### src/rtl/mips_hazard_pkg.sv
// ============================================================================
// mips_hazard_pkg : shared encodings and shadow-stage types for hazard_ctrl
// Revision 1.0 - initial release
// ============================================================================
`default_nettype none

package mips_hazard_pkg;

  localparam logic [5:0] OP_RTYPE = 6'h00;
  localparam logic [5:0] OP_J     = 6'h02;
  localparam logic [5:0] OP_JAL   = 6'h03;
  localparam logic [5:0] OP_BEQ   = 6'h04;
  localparam logic [5:0] OP_ORI   = 6'h0D;
  localparam logic [5:0] OP_LUI   = 6'h0F;
  localparam logic [5:0] OP_LW    = 6'h23;
  localparam logic [5:0] OP_SW    = 6'h2B;

  localparam logic [5:0] FN_JR    = 6'h08;
  localparam logic [5:0] FN_ADDU  = 6'h21;
  localparam logic [5:0] FN_SUBU  = 6'h23;

  localparam logic [2:0] FWD_NONE  = 3'd0;
  localparam logic [2:0] FWD_E_PC8 = 3'd1;
  localparam logic [2:0] FWD_M_AO  = 3'd2;
  localparam logic [2:0] FWD_M_PC8 = 3'd3;
  localparam logic [2:0] FWD_W     = 3'd4;

  // A Tuse of 3 can never be exceeded by any Tnew (max 2), so it means "unused".
  localparam logic [1:0] TUSE_NONE = 2'd3;
  localparam logic [4:0] REG_RA    = 5'd31;

  typedef enum logic [1:0] {
    WSRC_ALU = 2'd0,
    WSRC_MEM = 2'd1,
    WSRC_PC8 = 2'd2
  } wsrc_e;

  typedef struct packed {
    logic [4:0] rt;
    logic [4:0] dest;
    logic [1:0] tnew;
    wsrc_e      wsrc;
  } shadow_t;

  localparam shadow_t SHADOW_EMPTY = '{rt: 5'd0, dest: 5'd0, tnew: 2'd0, wsrc: WSRC_ALU};

  function automatic logic [1:0] tnew_step(input logic [1:0] tnew);
    return (tnew == 2'd0) ? 2'd0 : tnew - 2'd1;
  endfunction

  function automatic logic src_hazard(input logic [4:0] src, input logic [1:0] tuse,
                                      input shadow_t e, input shadow_t m);
    logic w_hit;
    w_hit = 1'b0;
    if (src != 5'd0) begin
      if ((e.dest == src) && (e.tnew > tuse)) w_hit = 1'b1;
      if ((m.dest == src) && (m.tnew > tuse)) w_hit = 1'b1;
    end
    return w_hit;
  endfunction

  // Youngest matching producer decides; an older match behind it is never used.
  function automatic logic [2:0] fwd_select(input logic [4:0] r,
                                            input logic use_e, input shadow_t e,
                                            input logic use_m, input shadow_t m,
                                            input logic [4:0] w_dest);
    logic [2:0] w_sel;
    w_sel = FWD_NONE;
    if (r == 5'd0) begin
      w_sel = FWD_NONE;
    end else if (use_e && (e.dest == r)) begin
      if ((e.tnew == 2'd0) && (e.wsrc == WSRC_PC8)) w_sel = FWD_E_PC8;
    end else if (use_m && (m.dest == r)) begin
      if (m.tnew == 2'd0) begin
        if (m.wsrc == WSRC_ALU)      w_sel = FWD_M_AO;
        else if (m.wsrc == WSRC_PC8) w_sel = FWD_M_PC8;
      end
    end else if (w_dest == r) begin
      w_sel = FWD_W;
    end
    return w_sel;
  endfunction

endpackage

`default_nettype wire

### src/rtl/hazard_decode.sv
// ============================================================================
// hazard_decode : IR -> register operands, use/produce timing, write source
// Revision 1.0 - initial release
// ============================================================================
`default_nettype none

module hazard_decode
  import mips_hazard_pkg::*;
(
  input  logic [31:0] i_ir,
  output logic [4:0]  o_rs,
  output logic [4:0]  o_rt,
  output logic [1:0]  o_tuse_rs,
  output logic [1:0]  o_tuse_rt,
  output logic [4:0]  o_dest,
  output logic [1:0]  o_tnew,
  output wsrc_e       o_wsrc
);

  logic [5:0] w_op;
  logic [5:0] w_funct;
  logic [4:0] w_rd;
  logic       w_unused_shamt;

  assign w_op           = i_ir[31:26];
  assign w_funct        = i_ir[5:0];
  assign w_rd           = i_ir[15:11];
  assign o_rs           = i_ir[25:21];
  assign o_rt           = i_ir[20:16];
  assign w_unused_shamt = ^i_ir[10:6];

  always_comb begin
    o_tuse_rs = TUSE_NONE;
    o_tuse_rt = TUSE_NONE;
    o_dest    = 5'd0;
    o_tnew    = 2'd0;
    o_wsrc    = WSRC_ALU;
    case (w_op)
      OP_RTYPE: begin
        case (w_funct)
          FN_ADDU, FN_SUBU: begin
            o_tuse_rs = 2'd1;
            o_tuse_rt = 2'd1;
            o_dest    = w_rd;
            o_tnew    = 2'd1;
          end
          FN_JR: o_tuse_rs = 2'd0;
          default: ;
        endcase
      end
      OP_ORI: begin
        o_tuse_rs = 2'd1;
        o_dest    = o_rt;
        o_tnew    = 2'd1;
      end
      OP_LUI: begin
        o_dest = o_rt;
        o_tnew = 2'd1;
      end
      OP_LW: begin
        o_tuse_rs = 2'd1;
        o_dest    = o_rt;
        o_tnew    = 2'd2;
        o_wsrc    = WSRC_MEM;
      end
      OP_SW: begin
        o_tuse_rs = 2'd1;
        o_tuse_rt = 2'd2;
      end
      OP_BEQ: begin
        o_tuse_rs = 2'd0;
        o_tuse_rt = 2'd0;
      end
      OP_JAL: begin
        o_dest = REG_RA;
        o_tnew = 2'd0;
        o_wsrc = WSRC_PC8;
      end
      default: ;
    endcase
  end

endmodule

`default_nettype wire

### src/rtl/hazard_ctrl.sv
// ============================================================================
// hazard_ctrl : stall/flush/forward control from IRD and an E/M/W shadow pipe
// Revision 1.0 - initial release
// ============================================================================
`default_nettype none

module hazard_ctrl
  import mips_hazard_pkg::*;
(
  input  logic        Clk,
  input  logic        Reset,
  input  logic [31:0] IRD,
  output logic        StallF,
  output logic        StallD,
  output logic        FlushE,
  output logic [2:0]  Forward_RS_D_Sel,
  output logic [2:0]  Forward_RT_D_Sel,
  output logic [2:0]  Forward_RS_E_Sel,
  output logic [2:0]  Forward_RT_E_Sel,
  output logic [2:0]  Forward_RT_M_Sel
);

  logic [4:0] w_d_rs;
  logic [4:0] w_d_rt;
  logic [1:0] w_d_tuse_rs;
  logic [1:0] w_d_tuse_rt;
  logic [4:0] w_d_dest;
  logic [1:0] w_d_tnew;
  wsrc_e      w_d_wsrc;

  shadow_t    r_e;
  logic [4:0] r_e_rs;
  shadow_t    r_m;
  logic [4:0] r_w_dest;

  logic       w_stall;
  logic [2:0] w_fwd_rs_d;
  logic [2:0] w_fwd_rt_d;
  logic [2:0] w_fwd_rs_e;
  logic [2:0] w_fwd_rt_e;
  logic [2:0] w_fwd_rt_m;
  shadow_t    w_e_next;
  shadow_t    w_m_next;

  hazard_decode u_decode (
    .i_ir      (IRD),
    .o_rs      (w_d_rs),
    .o_rt      (w_d_rt),
    .o_tuse_rs (w_d_tuse_rs),
    .o_tuse_rt (w_d_tuse_rt),
    .o_dest    (w_d_dest),
    .o_tnew    (w_d_tnew),
    .o_wsrc    (w_d_wsrc)
  );

  always_comb begin
    w_stall = src_hazard(w_d_rs, w_d_tuse_rs, r_e, r_m) |
              src_hazard(w_d_rt, w_d_tuse_rt, r_e, r_m);

    w_fwd_rs_d = fwd_select(w_d_rs, 1'b1, r_e, 1'b1, r_m, r_w_dest);
    w_fwd_rt_d = fwd_select(w_d_rt, 1'b1, r_e, 1'b1, r_m, r_w_dest);
    w_fwd_rs_e = fwd_select(r_e_rs, 1'b0, r_e, 1'b1, r_m, r_w_dest);
    w_fwd_rt_e = fwd_select(r_e.rt, 1'b0, r_e, 1'b1, r_m, r_w_dest);
    w_fwd_rt_m = fwd_select(r_m.rt, 1'b0, r_e, 1'b0, r_m, r_w_dest);

    w_e_next      = SHADOW_EMPTY;
    w_e_next.rt   = w_d_rt;
    w_e_next.dest = w_d_dest;
    w_e_next.tnew = w_d_tnew;
    w_e_next.wsrc = w_d_wsrc;

    w_m_next      = r_e;
    w_m_next.tnew = tnew_step(r_e.tnew);
  end

  // Outputs are gated so nothing escapes while the core is held in reset.
  assign StallF           = Reset & w_stall;
  assign StallD           = Reset & w_stall;
  assign FlushE           = Reset & w_stall;
  assign Forward_RS_D_Sel = Reset ? w_fwd_rs_d : FWD_NONE;
  assign Forward_RT_D_Sel = Reset ? w_fwd_rt_d : FWD_NONE;
  assign Forward_RS_E_Sel = Reset ? w_fwd_rs_e : FWD_NONE;
  assign Forward_RT_E_Sel = Reset ? w_fwd_rt_e : FWD_NONE;
  assign Forward_RT_M_Sel = Reset ? w_fwd_rt_m : FWD_NONE;

  always_ff @(posedge Clk or negedge Reset) begin
    if (!Reset) begin
      r_e      <= SHADOW_EMPTY;
      r_e_rs   <= 5'd0;
      r_m      <= SHADOW_EMPTY;
      r_w_dest <= 5'd0;
    end else begin
      if (w_stall) begin
        r_e    <= SHADOW_EMPTY;
        r_e_rs <= 5'd0;
      end else begin
        r_e    <= w_e_next;
        r_e_rs <= w_d_rs;
      end
      r_m      <= w_m_next;
      r_w_dest <= r_m.dest;
    end
  end

endmodule

`default_nettype wire

### config.mk
export PLATFORM = sky130hd
export DESIGN_NAME = hazard_ctrl
export DESIGN_NICKNAME = d
export VERILOG_FILES = /design/src/rtl/mips_hazard_pkg.sv /design/src/rtl/hazard_decode.sv /design/src/rtl/hazard_ctrl.sv
export SDC_FILE = /design/constraint.sdc
export NUM_CORES = 1
export LEC_CHECK = 0
export CAP_MARGIN = 20
export CORE_ASPECT_RATIO = 1.25
export CORE_UTILIZATION = 35
export CTS_CLUSTER_DIAMETER = 80
export DETAILED_ROUTE_END_ITERATION = 7
export HOLD_SLACK_MARGIN = 0.05
export PLACE_DENSITY_LB_ADDON = 0.3
export SYNTH_ARGS = -nofsm -noshare
export SYNTH_HDL_FRONTEND = slang
export SYNTH_HIERARCHICAL = 1
export SYNTH_SLANG_ARGS = --single-unit
### constraint.sdc
create_clock -name Clk -period 2.4 [get_ports Clk]
set_input_delay 0.24 -clock Clk [delete_from_list [all_inputs] [get_ports Clk]]
set_output_delay 0.24 -clock Clk [all_outputs]
set_load 0.02 [all_outputs]
Word-level counts from Yosys, hierarchy flattened
Index checks and enable logic that the tools add are counted.

word-level totals
  memories kept = 0
  input bits = 34
  memory bits (read-only) = 0
  memory bits (writable) = 0
  logic and storage cells = 102
  output and inout bits = 18
  register bits after elaboration = 38
  latch bits = 0

operators by class
  div/mod/pow operators = 0
  $add $sub $neg = 1
  shifts and indexed selects = 0
  $lt $le $gt $ge = 4
  reductions and logical operators = 20
  bitwise logic cells = 2
  multiply operators = 0
  mux-type cells = 43
  equal/unequal tests = 22

operators by type and width
  cell                   count
  $mux W3                22
  $eq A5 B5 Y1           11
  $logic_not A5 Y1       5
  $eq A6 B6 Y1 const B   4
  $eq A6 B4 Y1 const B   3
  $pmux W2 S3            3
  $pmux W5 S3            1
  $mux W14               1
  $mux W5                2
  $reduce_bool A5 Y1     2
  $gt A2 B2 Y1           4
  $mux W1                8
  $mux W2                4
  $pmux W2 S2            2
  $eq A6 B2 Y1 const B   1
  $eq A6 B3 Y1 const B   1
  $logic_not A2 Y1       3
  $logic_not A6 Y1       1
  $reduce_or A3 Y1       2
  $logic_and A1 B1 Y1    5
  $eq A2 B2 Y1 const B   2
  $reduce_or A2 Y1       2
  $sub A2 B1 Y2 const B  1
  $and A1 B1 Y1          1
  $or A1 B1 Y1           1

Logic depth before layout (Yosys ltp)
  word-level depth = 11
  gate-level depth with buffers = 12
  gate-level depth less buffers = 9

Hierarchy
The synthesis kept the hierarchy.

by module, submodules not included
  module         area each (µm²)  cells each  instances
  hazard_ctrl    2,373.5          232         1
  hazard_decode  411.6            55          1

Worst setup path after synthesis
No wires, ideal clock.

  path kind = input to output
  from = input port IRD[1]
  to = output port StallD
  data required time = 2,160 ps
  setup slack = -458 ps
  path buffers = 2
  arrival = 2,618 ps
  cell stages on the path = 9
  path through = nor4b_1 -> a21oi_1 -> or4b_1 -> ha_1 -> a211o_1 -> o22ai_2 -> buf_6 -> o21a_1 -> buf_4

on the way
  cells in the longest elaborated chain, start to end = 11

ends and longest elaborated chain
  item                 RTL line               RTL
  from (decl)          hazard_ctrl.sv:12      input logic [31:0] IRD,
  $eq A6 B6 Y1         hazard_decode.sv:40    case (w_funct)
  $reduce_or A2 Y1     hazard_decode.sv:40
  $pmux W2 S2 (*)      hazard_decode.sv:40
  $pmux W2 S3 (*)      hazard_decode.sv:38    case (w_op)
  via w_d_tuse_rs[0]   hazard_ctrl.sv:25      logic [1:0] w_d_tuse_rs;
  $gt A2 B2 Y1         mips_hazard_pkg.sv:56  if ((e.dest == src) && (e.tnew > tuse)) w_hit = 1'b1;
  $logic_and A1 B1 Y1  mips_hazard_pkg.sv:56
  $mux W1              mips_hazard_pkg.sv:56
  $mux W1 (*)          mips_hazard_pkg.sv:57  if ((m.dest == src) && (m.tnew > tuse)) w_hit = 1'b1;
  $mux W1 (*)          mips_hazard_pkg.sv:55  if (src != 5'd0) begin
  $or A1 B1 Y1 (*)     hazard_ctrl.sv:57      w_stall = src_hazard(w_d_rs, w_d_tuse_rs, r_e, r_m) |
  $and A1 B1 Y1 (*)    --
  to (decl)            hazard_ctrl.sv:14      output logic StallD,

The timed path passes the listed nets; every way through them passes the cells marked *.

Worst setup path after layout
  from = input port IRD[29]
  to = output port FlushE

on the way
  cells in the longest elaborated chain, start to end = 10

ends and longest elaborated chain
  item                                          RTL line               RTL
  $eq A6 B6 Y1 or $eq A6 B4 Y1 (tied branches)  hazard_decode.sv:38
  $reduce_or A3 Y1 (no source line)             --
  $pmux W2 S3 (*)                               hazard_decode.sv:38
  via w_d_tuse_rs[1]                            hazard_ctrl.sv:25
  $gt A2 B2 Y1                                  mips_hazard_pkg.sv:56
  $logic_and A1 B1 Y1                           mips_hazard_pkg.sv:56
  $mux W1                                       mips_hazard_pkg.sv:56
  $mux W1 (*)                                   mips_hazard_pkg.sv:57
  $mux W1 (*)                                   mips_hazard_pkg.sv:55
  $or A1 B1 Y1 (*)                              hazard_ctrl.sv:57
  $and A1 B1 Y1 (*)                             hazard_ctrl.sv:79      assign FlushE = Reset & w_stall;
  to (decl)                                     hazard_ctrl.sv:15      output logic FlushE,

Marks and branches as above.

==> flow_metrics.env <==
export IMPL_outcome="complete, but fails checks"
export IMPL_violations="negative setup slack"
export IMPL_cp_top_family="compound AO/OA/AOI/OAI gates"
export IMPL_worstPathArrival_ns=2.27
export IMPL_overflow=0
export IMPL_drive_gt1_share_pct=38.74
export IMPL_numCtsBuffers=5
export IMPL_synth_area_leaders="dfrtp_1 (34%), xnor2_1 (9.4%), xor2_1 (7.5%)"
export IMPL_ys_flop_type="dfrtp_1"
export IMPL_fin_ws_ns=-0.1127
export IMPL_path_clk_slew_ns=0.07
export IMPL_finalSetupViolations=3
export IMPL_gp_congestion=0.8460
export IMPL_min_path_cells=5
export IMPL_crit_top_cell="a211o_1"
export IMPL_hpwl_um=5440
export IMPL_max_freq_ghz=0.3980
export IMPL_nets=405
export IMPL_reg2reg_from="r_e[2]"
export IMPL_rsz0062_at_grt="true"
export IMPL_syn_area_um2=2785
export IMPL_worstPathCellList="buf_8 > or4_4 > o211a_1 > a211o_1 > inv_2 > ha_4 > a211o_1 > o22ai_2 > o21a_4 > buf_6"
export IMPL_drtAntennaViolNets=0
export IMPL_cts_max_level=2
export IMPL_globalRouteTotalUtil_pct=18.48
export IMPL_numPortBuffers=44
export IMPL_pre_cts_slack_ns=-1.023
export IMPL_vias=2258
export IMPL_timing_critical_path_buf_inv=3
export IMPL_grt_pass1_vias=2421
export IMPL_end_kind="output pin"
export IMPL_power_density_nw_per_um2=388.3
export IMPL_max_stage_delay_ns=0.52
export IMPL_synth_cell_type_count=46
export IMPL_ios=52
export IMPL_cts_tree="built"
export IMPL_hp_class="input port to flip-flop"
export IMPL_cp_start_kind="input port"
export IMPL_synth_top_area_share_pct=34.14
export IMPL_drt_drc_violations_left=0
export IMPL_drv_slew=0
export IMPL_grt_max_degree=20
export IMPL_grt_pass1_wl_um=11380
export IMPL_clkSinkCount=38
export IMPL_fp_dieW_um=81.79
export IMPL_hold_violations=0
export IMPL_clock_path_buffers=2
export IMPL_yosysWarnings=6
export IMPL_first_pass_iters=4
export IMPL_wl_per_cell_um=15.46
export IMPL_maxCapViolCount=0
export IMPL_clk_insertion_delay_late_ns=0.29
export IMPL_fin_crit_sh_pct=104.7
export IMPL_crit_slowest_cell="or4_4"
export IMPL_post_route_util_pct=49.34
export IMPL_initial_core_util_pct=35.95
export IMPL_yosysTopAreaCell="dfrtp_1"
export IMPL_p_leak_nw=1.757
export IMPL_required_ns=2.16
export IMPL_min_delay_start="IRD[29]"
export IMPL_r2r_end="r_e[8]"
export IMPL_syn_mean_instance_area_um2=9.704
export IMPL_holdPathEnd="r_e[3]"
export IMPL_fin_crit_ns=2.513
export IMPL_die_area_um2=8320
export IMPL_ys_seq_area_share_pct=34.14
export IMPL_coreArea_um2=7747
export IMPL_clock_skew_ns=0.004108
export IMPL_cts_root_buf="clkbuf_8"
export IMPL_drtIter0Drc=39
export IMPL_crit_path_max_fanout=4
export IMPL_die_y_um=101.7
export IMPL_ys_ff_latch=38
export IMPL_synth_edff_count=0
export IMPL_syn2layout_area_growth_pct=37.24
export IMPL_crit_type="input port to output pin"
export IMPL_grt_antenna_before_repair=0
export IMPL_async_reset_ff_share_pct=100.0
export IMPL_timing_reg2reg_setup_slack_ns=0.45
export IMPL_diodes=0
export IMPL_placementRows=36
export IMPL_synth_cells=287
export IMPL_reg2regPathDepth=7
export IMPL_totalWireLength_um=7097
export IMPL_vdd_drop_max_mv=0.2199
export IMPL_vias_per_cell=4.919
[cells in the final DEF (no fill, tap or decap), drive strengths merged, types with 5 or more instances in the layout]
master,count
a211o,5
a21oi,10
a221o,5
buf,66
clkbuf,12
clkdlybuf4s50,10
dfrtp,38
dlygate4sd2,6
dlymetal6s2s,8
ha,8
inv,27
nand2,5
nand3,9
nor2,8
nor3,30
nor4,8
or4,6
xnor2,30
xor2,24
[tightest hold or removal path, delay by kind of cell]
family | cells | cell delay [ns]
buf+inv | 3 | 0.27
simple gates | 2 | 0.10
[stage by stage]
step / cells / total power, mW / cell area [um^2] / hold WS, ns / setup TNS [ns]
after floorplan: 288 / 0.8446 / 2816 / -0.05559 / -0.6500
after global placement: 446 / 0.9673 / 3511 / 0.09630 / -16.42
after detailed placement: 446 / 0.9725 / 3511 / 0.09530 / -16.30
after CTS: 459 / 1.492 / 3722 / 0.3516 / -0.4378
after global routing: 459 / 1.555 / 3822 / 0.3722 / -0.5932
final: 459 / 1.484 / 3822 / 0.3537 / -0.3347
[worst max path at each step]
stage | startpoint | endpoint | cells past startpoint
2_1_floorplan | IRD[29] | StallD | 11
3_3_place_gp | IRD[31] | StallF | 11
3_5_place_dp | IRD[31] | FlushE | 11
4_1_cts | IRD[28] | FlushE | 11
5_1_grt | IRD[1] | StallD | 11
6_report | IRD[29] | FlushE | 10
[power breakdown]
part | internal, mW | switching (mW)
Sequential | 0.660 | 0.0270
Clock | 0.290 | 0.219
Combinational | 0.155 | 0.132
[flip-flops by register name, summed over array words and instances, names as in the netlist]
register / flops
r_w_dest: 5
r_e_rs: 5
r_e: 14
r_m: 14
[Yosys cell counts (2+ instances only)]
| library cell | count |
|---|---|
| nand4_1 | 4 |
| nor3b_1 | 2 |
| nor4_1 | 7 |
| and4_1 | 2 |
| clkbuf_1 | 7 |
| nor2_4 | 2 |
| nand2_1 | 5 |
| nor2_1 | 6 |
| or2_2 | 4 |
| and3_1 | 4 |
| xor2_1 | 24 |
| nor3_2 | 19 |
| and2_1 | 4 |
| buf_4 | 14 |
| nor4b_1 | 4 |
| nand3b_1 | 3 |
| a221o_1 | 5 |
| nor3_1 | 11 |
| buf_2 | 3 |
| o22ai_2 | 2 |
| or4_4 | 2 |
| ha_1 | 8 |
| or4_1 | 4 |
| dfrtp_1 | 38 |
| o21ai_0 | 2 |
| nand2b_1 | 2 |
| nand3_1 | 9 |
| inv_1 | 27 |
| a211o_2 | 2 |
| a211o_1 | 3 |
| xnor2_1 | 30 |
| a21oi_1 | 9 |
| buf_6 | 6 |
[logic make-up (layout without fill, tap and decap cells)]
family          count (synthesis)  in the layout  share of synthesized area, %
fa+ha+maj                       8              8                         3.594
simple gates                  100            100                         25.56
other cells                     1              2                        0.1346
buf+inv                        57            133                         11.32
xor+xnor                       54             54                         16.98
compound gates                 29             29                         8.266
flops                          38             38                         34.14
[cell type report]
class / count / area (um^2)
fill: 756 / 3925
multi-input combinational: 193 / 1704
sequential: 38 / 954.7
timing repair buffer: 98 / 833.3
tap: 95 / 118.9
clock buffer: 8 / 110.1
inverter: 27 / 101.3
[per-layer routing]
layer | track usage [%] | vias to the layer above | share of wire [%] | wire, um
met5 | 0 | - | 0 | 0
met4 | 7.557 | 0 | 3.0 | 214
met3 | 2.883 | 15 | 2.8 | 202
met2 | 36.62 | 43 | 57 | 4031
met1 | 18.38 | 1076 | 37 | 2649
li1 | - | 1124 | - | -
[timing repair]
| item | 4_1_cts | 5_1_grt |
|---|---|---|
| setup endpoints to repair | 33 | 32 |
| resized for setup | 105 | 27 |
| endpoints found under the hold margin | 11 | 0 |
| pin swaps | 19 | 19 |
| buffers inserted | 4 | 2 |
| hold buffers | 2 | 0 |
(Power assumes the default switching activity.)
